$ cat config.mk
export PLATFORM = sky130hd
export DESIGN_NAME = q_max_reader
export DESIGN_NICKNAME = d
export VERILOG_FILES = /design/src/rtl/q_pkg.sv /design/src/rtl/q_argmax_acc.sv /design/src/rtl/q_max_reader.sv
export SDC_FILE = /design/constraint.sdc
export NUM_CORES = 1
export LEC_CHECK = 0
export BUFFER_PORTS_ARGS = -buffer_cell sky130_fd_sc_hd__clkbuf_2
export CORE_MARGIN = 2
export CORE_UTILIZATION = 35
export CTS_CLUSTER_SIZE = 20
export DETAILED_ROUTE_END_ITERATION = 7
export PLACE_DENSITY = 0.58
export SLEW_MARGIN = 20
export SYNTH_ARGS = -nofsm -noshare
export SYNTH_HDL_FRONTEND = slang
export SYNTH_SLANG_ARGS = --single-unit
$ cat constraint.sdc
create_clock -name clk -period 2.06 [get_ports clk]
set_input_delay 0.412 -clock clk [delete_from_list [all_inputs] [get_ports clk]]
set_output_delay 0.412 -clock clk [all_outputs]
set_load 0.01 [all_outputs]
$ cat src/rtl/q_pkg.sv
// Shared Q-table definitions: default widths, value/index types and the {state, action} address packing.
// The reader and the delayed write-back path both use this package, so RAM addresses pack the same way.
package q_pkg;

  localparam int DEF_STATE_W     = 6;
  localparam int DEF_ACTION_W    = 2;
  localparam int DEF_NUM_ACTIONS = 4;
  localparam int DEF_Q_W         = 16;

  typedef logic signed [DEF_Q_W-1:0]              q_t;
  typedef logic [DEF_STATE_W-1:0]                 state_t;
  typedef logic [DEF_ACTION_W-1:0]                action_t;
  typedef logic [DEF_STATE_W+DEF_ACTION_W-1:0]    q_addr_t;

  typedef enum logic [1:0] {
    RD_IDLE,
    RD_ISSUE,
    RD_DRAIN,
    RD_DONE
  } rd_fsm_t;

  function automatic q_addr_t make_q_addr(input state_t s, input action_t a);
    return {s, a};
  endfunction

endpackage

$ cat src/rtl/q_argmax_acc.sv
// Running signed max/argmax register. It updates one cycle after a valid sample and never stalls.
// It has no backpressure. The first sample after clear loads unconditionally, and ties keep the earlier (lower) index.
module q_argmax_acc #(
  parameter int Q_W   = 16,
  parameter int IDX_W = 2
) (
  input  logic             clk,
  input  logic             rst,
  input  logic             clear,
  input  logic             valid,
  input  logic [Q_W-1:0]   data,
  input  logic [IDX_W-1:0] index,
  output logic [Q_W-1:0]   acc_q,
  output logic [IDX_W-1:0] acc_idx
);

  logic has_val;
  logic take;

  // Strictly-greater compare so that an equal later value never displaces the lower index.
  assign take = valid && (!has_val || ($signed(data) > $signed(acc_q)));

  always_ff @(posedge clk or posedge rst) begin
    if (rst) begin
      has_val <= 1'b0;
      acc_q   <= '0;
      acc_idx <= '0;
    end else if (clear) begin
      has_val <= 1'b0;
      acc_q   <= '0;
      acc_idx <= '0;
    end else if (take) begin
      has_val <= 1'b1;
      acc_q   <= data;
      acc_idx <= index;
    end
  end

endmodule

$ cat src/rtl/q_max_reader.sv
// Scans every action Q-value of one state and returns max Q and argmax. done arrives NUM_ACTIONS+2 cycles after start.
// There is no backpressure. A start is taken only in IDLE, and any start while busy is dropped.
module q_max_reader
  import q_pkg::*;
#(
  parameter int STATE_W     = DEF_STATE_W,
  parameter int ACTION_W    = DEF_ACTION_W,
  parameter int NUM_ACTIONS = DEF_NUM_ACTIONS,
  parameter int Q_W         = DEF_Q_W
) (
  input  logic                        clk,
  input  logic                        rst,
  input  logic                        start,
  input  logic [STATE_W-1:0]          state_in,
  output logic                        busy,
  output logic                        done,
  output logic [Q_W-1:0]              max_q,
  output logic [ACTION_W-1:0]         max_action,
  output logic                        ram_rd_en,
  output logic [STATE_W+ACTION_W-1:0] ram_rd_addr,
  input  logic [Q_W-1:0]              ram_rd_data
);

  localparam logic [ACTION_W-1:0] LAST_ACTION = ACTION_W'(NUM_ACTIONS - 1);

  rd_fsm_t                     fsm, fsm_nx;
  logic [STATE_W-1:0]          st_r;
  logic [ACTION_W-1:0]         cnt;
  logic                        rd_vld_d;
  logic [ACTION_W-1:0]         idx_d;
  logic [Q_W-1:0]              max_q_r;
  logic [ACTION_W-1:0]         max_act_r;
  logic [Q_W-1:0]              acc_q;
  logic [ACTION_W-1:0]         acc_idx;
  logic                        accept;
  logic                        issuing;
  logic [STATE_W+ACTION_W-1:0] rd_addr;

  assign accept  = (fsm == RD_IDLE) && start;
  assign issuing = (fsm == RD_ISSUE);

  always_comb begin
    fsm_nx = fsm;
    case (fsm)
      RD_IDLE:  if (start) fsm_nx = RD_ISSUE;
      RD_ISSUE: if (cnt == LAST_ACTION) fsm_nx = RD_DRAIN;
      RD_DRAIN: fsm_nx = RD_DONE;
      RD_DONE:  fsm_nx = RD_IDLE;
      default:  fsm_nx = RD_IDLE;
    endcase
  end

  always_ff @(posedge clk or posedge rst) begin
    if (rst) begin
      fsm       <= RD_IDLE;
      st_r      <= '0;
      cnt       <= '0;
      rd_vld_d  <= 1'b0;
      idx_d     <= '0;
      max_q_r   <= '0;
      max_act_r <= '0;
    end else begin
      fsm <= fsm_nx;
      if (accept) begin
        st_r <= state_in;
        cnt  <= '0;
      end else if (issuing) begin
        cnt <= cnt + 1'b1;
      end
      // The read strobe and its action travel one cycle behind, matching the registered RAM latency.
      rd_vld_d <= issuing;
      idx_d    <= cnt;
      if (fsm == RD_DONE) begin
        max_q_r   <= acc_q;
        max_act_r <= acc_idx;
      end
    end
  end

  generate
    if (STATE_W == DEF_STATE_W && ACTION_W == DEF_ACTION_W) begin : g_pkg_addr
      assign rd_addr = make_q_addr(state_t'(st_r), action_t'(cnt));
    end else begin : g_local_addr
      assign rd_addr = {st_r, cnt};
    end
  endgenerate

  q_argmax_acc #(
    .Q_W   (Q_W),
    .IDX_W (ACTION_W)
  ) u_acc (
    .clk     (clk),
    .rst     (rst),
    .clear   (accept),
    .valid   (rd_vld_d),
    .data    (ram_rd_data),
    .index   (idx_d),
    .acc_q   (acc_q),
    .acc_idx (acc_idx)
  );

  assign busy        = (fsm != RD_IDLE);
  assign done        = (fsm == RD_DONE);
  assign ram_rd_en   = issuing;
  assign ram_rd_addr = issuing ? rd_addr : '0;
  // The accumulator is final throughout DONE, so results are presented with the pulse and then held.
  assign max_q       = done ? acc_q   : max_q_r;
  assign max_action  = done ? acc_idx : max_act_r;

endmodule

== After elaboration in Yosys (flattened, before gate mapping) ==
Index checks and enable logic that the tools add are counted.
Widths: inputs -> output; s select.

* $add $sub $neg: 1
* Magnitude comparators: 1
* Eq/ne operators: 6
* Multiplexer cells: 14
* Reductions and logical operators: 9

{| class="wikitable"
|+ Operators with widths
! operator !! count
|-
| $mux 16 || 3
|-
| $gt 16x16->1 || 1
|-
| $mux 2 || 7
|-
| $mux 8 || 1
|-
| $pmux 2 s4 || 1
|-
| $eq 2x2->1 const B || 3
|-
| $reduce_bool 2->1 || 3
|-
| $add 2x1->2 const B || 1
|-
| $eq 2x1->1 const B || 1
|-
| $logic_and 1x1->1 || 2
|-
| $logic_not 2->1 || 1
|-
| $mux 1 || 2
|-
| $ne 2x1->1 const B || 1
|-
| $ne 2x2->1 const B || 1
|-
| $reduce_and 2->1 || 1
|-
| $logic_not 1->1 || 1
|-
| $logic_or 1x1->1 || 1
|}

* Register bits: 50
* Output and inout bits: 29
* Logic and storage cells: 41

== Longest topological paths before layout ==
* Depth in word-level cells: 5
* Gate-level depth with buffers: 10
* Mapped depth without buffers: 8

== By module ==
From an unflattened synthesis, not the netlist that was laid out.

* Cell total of the unflattened synthesis: 233
* Area total of the unflattened synthesis: 2707.6 µm²

{| class="wikitable"
|+ By module, submodules not included
! module !! instances !! cells an instance !! area an instance (µm²) !! seq. area each (µm²)
|-
| q_argmax_acc || 1 || 146 || 1370.1 || 475.5
|-
| q_max_reader || 1 || 87 || 1337.5 || 775.7
|}

== Least setup slack after synthesis ==
No wires, ideal clock.

* Kind: input port to flip-flop
* From: input ram_rd_data[15]
* To: register u_acc.acc_q[0]
* Data arrival time: 2.077 ns
* Slack: -0.139 ns
* Stages: 9
* Buffers on the path: 2
* Cells stage by stage: ha_1 > nand4_2 > nor4_2 > o21ai_0 > nand3_1 > mux2_4 > buf_12 > buf_12 > mux2i_1

* Longest elaborated chain between the ends: 4

{| class="wikitable"
|+ Ends and longest elaborated chain
! what !! line !! source
|-
| start: declaration || q_max_reader.sv:21 || <nowiki>input logic [Q_W-1:0] ram_rd_data</nowiki>
|-
| $gt 16x16->1 || q_argmax_acc.sv:21 || <nowiki>assign take = valid && (!has_val || ($signed(data) > $signed(acc_q)));</nowiki>
|-
| $logic_or 1x1->1 || q_argmax_acc.sv:21 ||
|-
| $logic_and 1x1->1 || q_argmax_acc.sv:21 ||
|-
| $reduce_bool 2->1 (no source line) || -- ||
|-
| end signal: assignment || q_argmax_acc.sv:34 || <nowiki>acc_q <= data;</nowiki>
|-
| end: declaration || q_argmax_acc.sv:13 || <nowiki>output logic [Q_W-1:0] acc_q,</nowiki>
|}

No other way between the ends.
A chain may end at the register's enable or synchronous reset.

== Worst setup path in the final report ==
* From: register u_acc.acc_q[6]
* To: register u_acc.acc_q[11]

* Longest elaborated chain between the ends: 4

{| class="wikitable"
|+ Ends and longest elaborated chain
! what !! line
|-
| $gt 16x16->1 || q_argmax_acc.sv:21
|-
| $logic_or 1x1->1 || q_argmax_acc.sv:21
|-
| $logic_and 1x1->1 || q_argmax_acc.sv:21
|-
| $reduce_bool 2->1 (no source line) || --
|}

No other way between the ends.

==> results by group <==
Run status
  – Status: finished, violations left
  – Failing checks: negative setup slack

Synth
  – Synth unique cells: 28
  – Mean Syn Cell Area: around 11 um2
  – Cell count after synthesis: around 230
  – Top cells by area, synth: dfrtp_1 (49%), mux2_2 (11%), ha_1 (11%), mux2i_1 (7.4%), nand2_1 (6.0%)
  – Area leader, netlist: dfrtp_1
  – #FFs+latches synth: 50
  – Synth top area share: 0.488
  – Post-synth ARST share: 1.00
  – Post-synth top flop: dfrtp_1
  – Yosys Warn Count: 0
  – EDFF count, synth: 0
  – Most numerous cell in the Yosys netlist: dfrtp_1
  – Top post-synthesis cells by count: dfrtp_1 (50), nand2_1 (41), mux2_2 (25), ha_1 (22), inv_1 (21)
  – Synthesized area: between 0.002 and 0.003 mm2
  – Post-synth net total: around 270
  – Register area share after synthesis: 0.488

Timing
  – Setup TNS Final: -0.0109 ns
  – Worst Max-Slew Pin Slew: approximately 0.37 ns
  – RSZ-0062 raised after global routing: yes
  – Worst setup margin: -0.0109 ns
  – Final hold vios: 0
  – Final Skew: 0.00601 ns
  – Setup-failing EPs final: 1
  – Slew Viols, Final: 0
  – Slew headroom: 0.754
  – FMAX: slightly below 500 MHz
  – Period utilisation layout: 1.01
  – Hold Slack: around 0.11 ns
  – Final min period: 2.07 ns

Final layout
  – FF/Latch Area: roughly 0.0013 mm2
  – Fillers: 678
  – Final nets: ~350
  – Final std cells w/o fill: about 410
  – Multi-input logic area: 0.00135 mm2
  – Synth-to-Final Area Change: 37.5%
  – Diode count: 0
  – Layout cells sized above 1: 0.458

Critical path
  – CP Data Required Time: between 2 and 2.5 ns
  – CP max stage cell: dfrtp_1
  – Worst path bufs/invs: 2
  – Worst-path cell chain: inv_1 > ha_4 > nand4_4 > nor4_4 > o21ai_1 > nand3_1 > mux2_4 > buf_12 > mux2i_2
  – Data arrival, critical path: roughly 2.3 ns
  – Delay of the slowest cell on the worst path: approximately 0.36 ns
  – Crit Path Category: reg -> reg
  – Worst path top cell family by delay: multiplexers
  – CP max FO: 5
  – Crit. End Element: register
  – Worst setup SP type: register

Drt
  – DRT antenna net count: 0
  – Pre-antenna DRT Iters: 4
  – Vias/cell: about 4.5
  – Wirelength per Cell: 12.9 um
  – Initial DRC count: 40
  – Via count of the routed design: 1850
  – DR DRC count: 0
  – Routed Wire Length: between 5000 and 6000 um

Floorplanning
  – Core Box Area: around 0.007 mm2
  – Die area: roughly 0.008 mm2
  – Die W: 89.6 um
  – Initial Util: 0.358
  – Ports: 54
  – Std cell rows: 31
  – Die Height: about 90 um

CTS
  – CTS tree: done
  – H-tree levels: 2
  – Hold_buf cts: 0
  – Total CTS buffers: 5
  – Max Buffers Root-to-Sink: 2
  – Clock-pin slew on the worst setup and hold paths: roughly 0.1 ns
  – CTS sink cnt: 50
  – Clock latency at the later pin of the worst-skew pair: 0.30 ns
  – CTS Root Cell: clkbuf_8

Global route
  – Initial antenna violation count: 0
  – First-pass GRT wire length: about 8300 um
  – Global route total overflow: 0
  – Largest net degree at the start of global routing: 51
  – Total GRT Usage: 0.135
  – Vias in the first global route: between 1500 and 2000

Placement
  – HPWL after DPL: 3560 um
  – Buffers added on ports: 53
  – Placed insts: 393
  – Routability cong.: 0.748

Run
  – Max Cap Viol: 0

Hold path
  – Hold Path Class: in -> async

Pwr
  – PD cells: between 1500 and 2000 mW/mm2
  – Max VDD drop: about 0.00068 V
  – P_leak: between 1.5 and 2 nW
  – Total power: around 0.0057 W
cells by family after synthesis:
| family | Yosys count | share of synthesized area |
|---|---|---|
| flops | 50 | 0.488 |
| buf+inv | 30 | 0.0566 |
| compound gates | 16 | 0.0375 |
| simple gates | 62 | 0.118 |
| xor+xnor | 1 | 0.00341 |
| mux | 45 | 0.190 |
| fa+ha+maj | 22 | 0.107 |
per-stage QoR:
stage	worst slack (ns)	util	area, um2
3_5_place_dp	-0.233	0.445	3190
3_3_place_gp	-0.169	0.445	3190
2_1_floorplan	0.00478	-	2670
4_1_cts	-0.00436	0.477	3420
5_1_grt	-0.181	0.492	3530
6_report	-0.0109	0.492	3530
area by class of cell:
| class | count | area share |
|---|---|---|
| multi-input combinational | 146 | 0.383 |
| clock buffer | 6 | 0.0234 |
| inverter | 21 | 0.0223 |
| timing repair buffer | 83 | 0.164 |
| sequential | 50 | 0.355 |
| tap | 99 | 0.0351 |
| clock inverter | 2 | 0.0170 |
metal layers:
metal	vias to the layer above	wire length, um	GRT usage
li1	915	-	-
met1	898	2500	0.175
met2	31	2510	0.228
met3	6	166	0.0229
met4	0	72	0.0448
met5	-	0	0
flip-flops by register name (all words and copies together), names as in the netlist:
| name | cells |
|---|---|
| max_q_r | 16 |
| u_acc.acc_q | 16 |
| st_r | 6 |
| cnt | 2 |
| fsm | 2 |
| idx_d | 2 |
| max_act_r | 2 |
| u_acc.acc_idx | 2 |
| rd_vld_d | 1 |
| u_acc.has_val | 1 |
worst register-to-register path: stages, from the launching register on:
cell and delay (ns):
dfrtp_1 0.36, inv_1 0.07, ha_4 0.28, nand4_4 0.11, nor4_4 0.28, o21ai_1 0.10
nand3_1 0.11, mux2_4 0.36, buf_12 0.16, mux2i_2 0.14
worst paths after layout:
check,start,end,slack [ns],cells past startpoint
max,u_acc.acc_q[6],u_acc.acc_q[11],-0.01,9
min,rst,max_q_r[3],0.11,3
max reg2reg,u_acc.acc_q[6],u_acc.acc_q[11],-0.01,9
min reg2reg,cnt[1],idx_d[1],0.45,0
max in group asynchronous,rst,u_acc.acc_q[4],1.70,3
min in group clk,start,cnt[0],0.33,2
cells in the final DEF, fill, tap and decap left out, types with 2 or more instances in the layout:
cell | netlist | final
inv_2 | 0 | 4
nor2_1 | 3 | 3
nor2b_1 | 2 | 2
mux2_2 | 25 | 25
buf_4 | 0 | 23
clkbuf_8 | 0 | 6
a31oi_1 | 2 | 2
nand2_1 | 41 | 41
buf_12 | 2 | 4
bufinv_16 | 0 | 2
inv_1 | 21 | 17
dfrtp_1 | 50 | 49
ha_1 | 22 | 9
ha_4 | 0 | 12
mux2i_1 | 19 | 18
clkbuf_2 | 0 | 53
clkbuf_16 | 0 | 2
a21oi_1 | 8 | 6
a21oi_2 | 0 | 2
and2_1 | 8 | 8
nand4_4 | 1 | 2
nand3_1 | 2 | 2
power by group:
group / total (W) / internal, W / switching, W
logic: 0.00315 / 0.00171 / 0.00144
clock network: 0.000854 / 0.000518 / 0.000336
registers: 0.00167 / 0.00145 / 0.000213
total: 0.00567 / 0.00368 / 0.00199
what timing repair did:
action | in CTS | in global routing
cloned | 0 | 2
setup buffers | 3 | 1
setup endpoints to repair | 20 | 37
gates resized for setup | 7 | 9
pin swaps | 4 | 1
endpoints found under the hold margin | 0 | 0
Power figures use the tool's default switching activity.
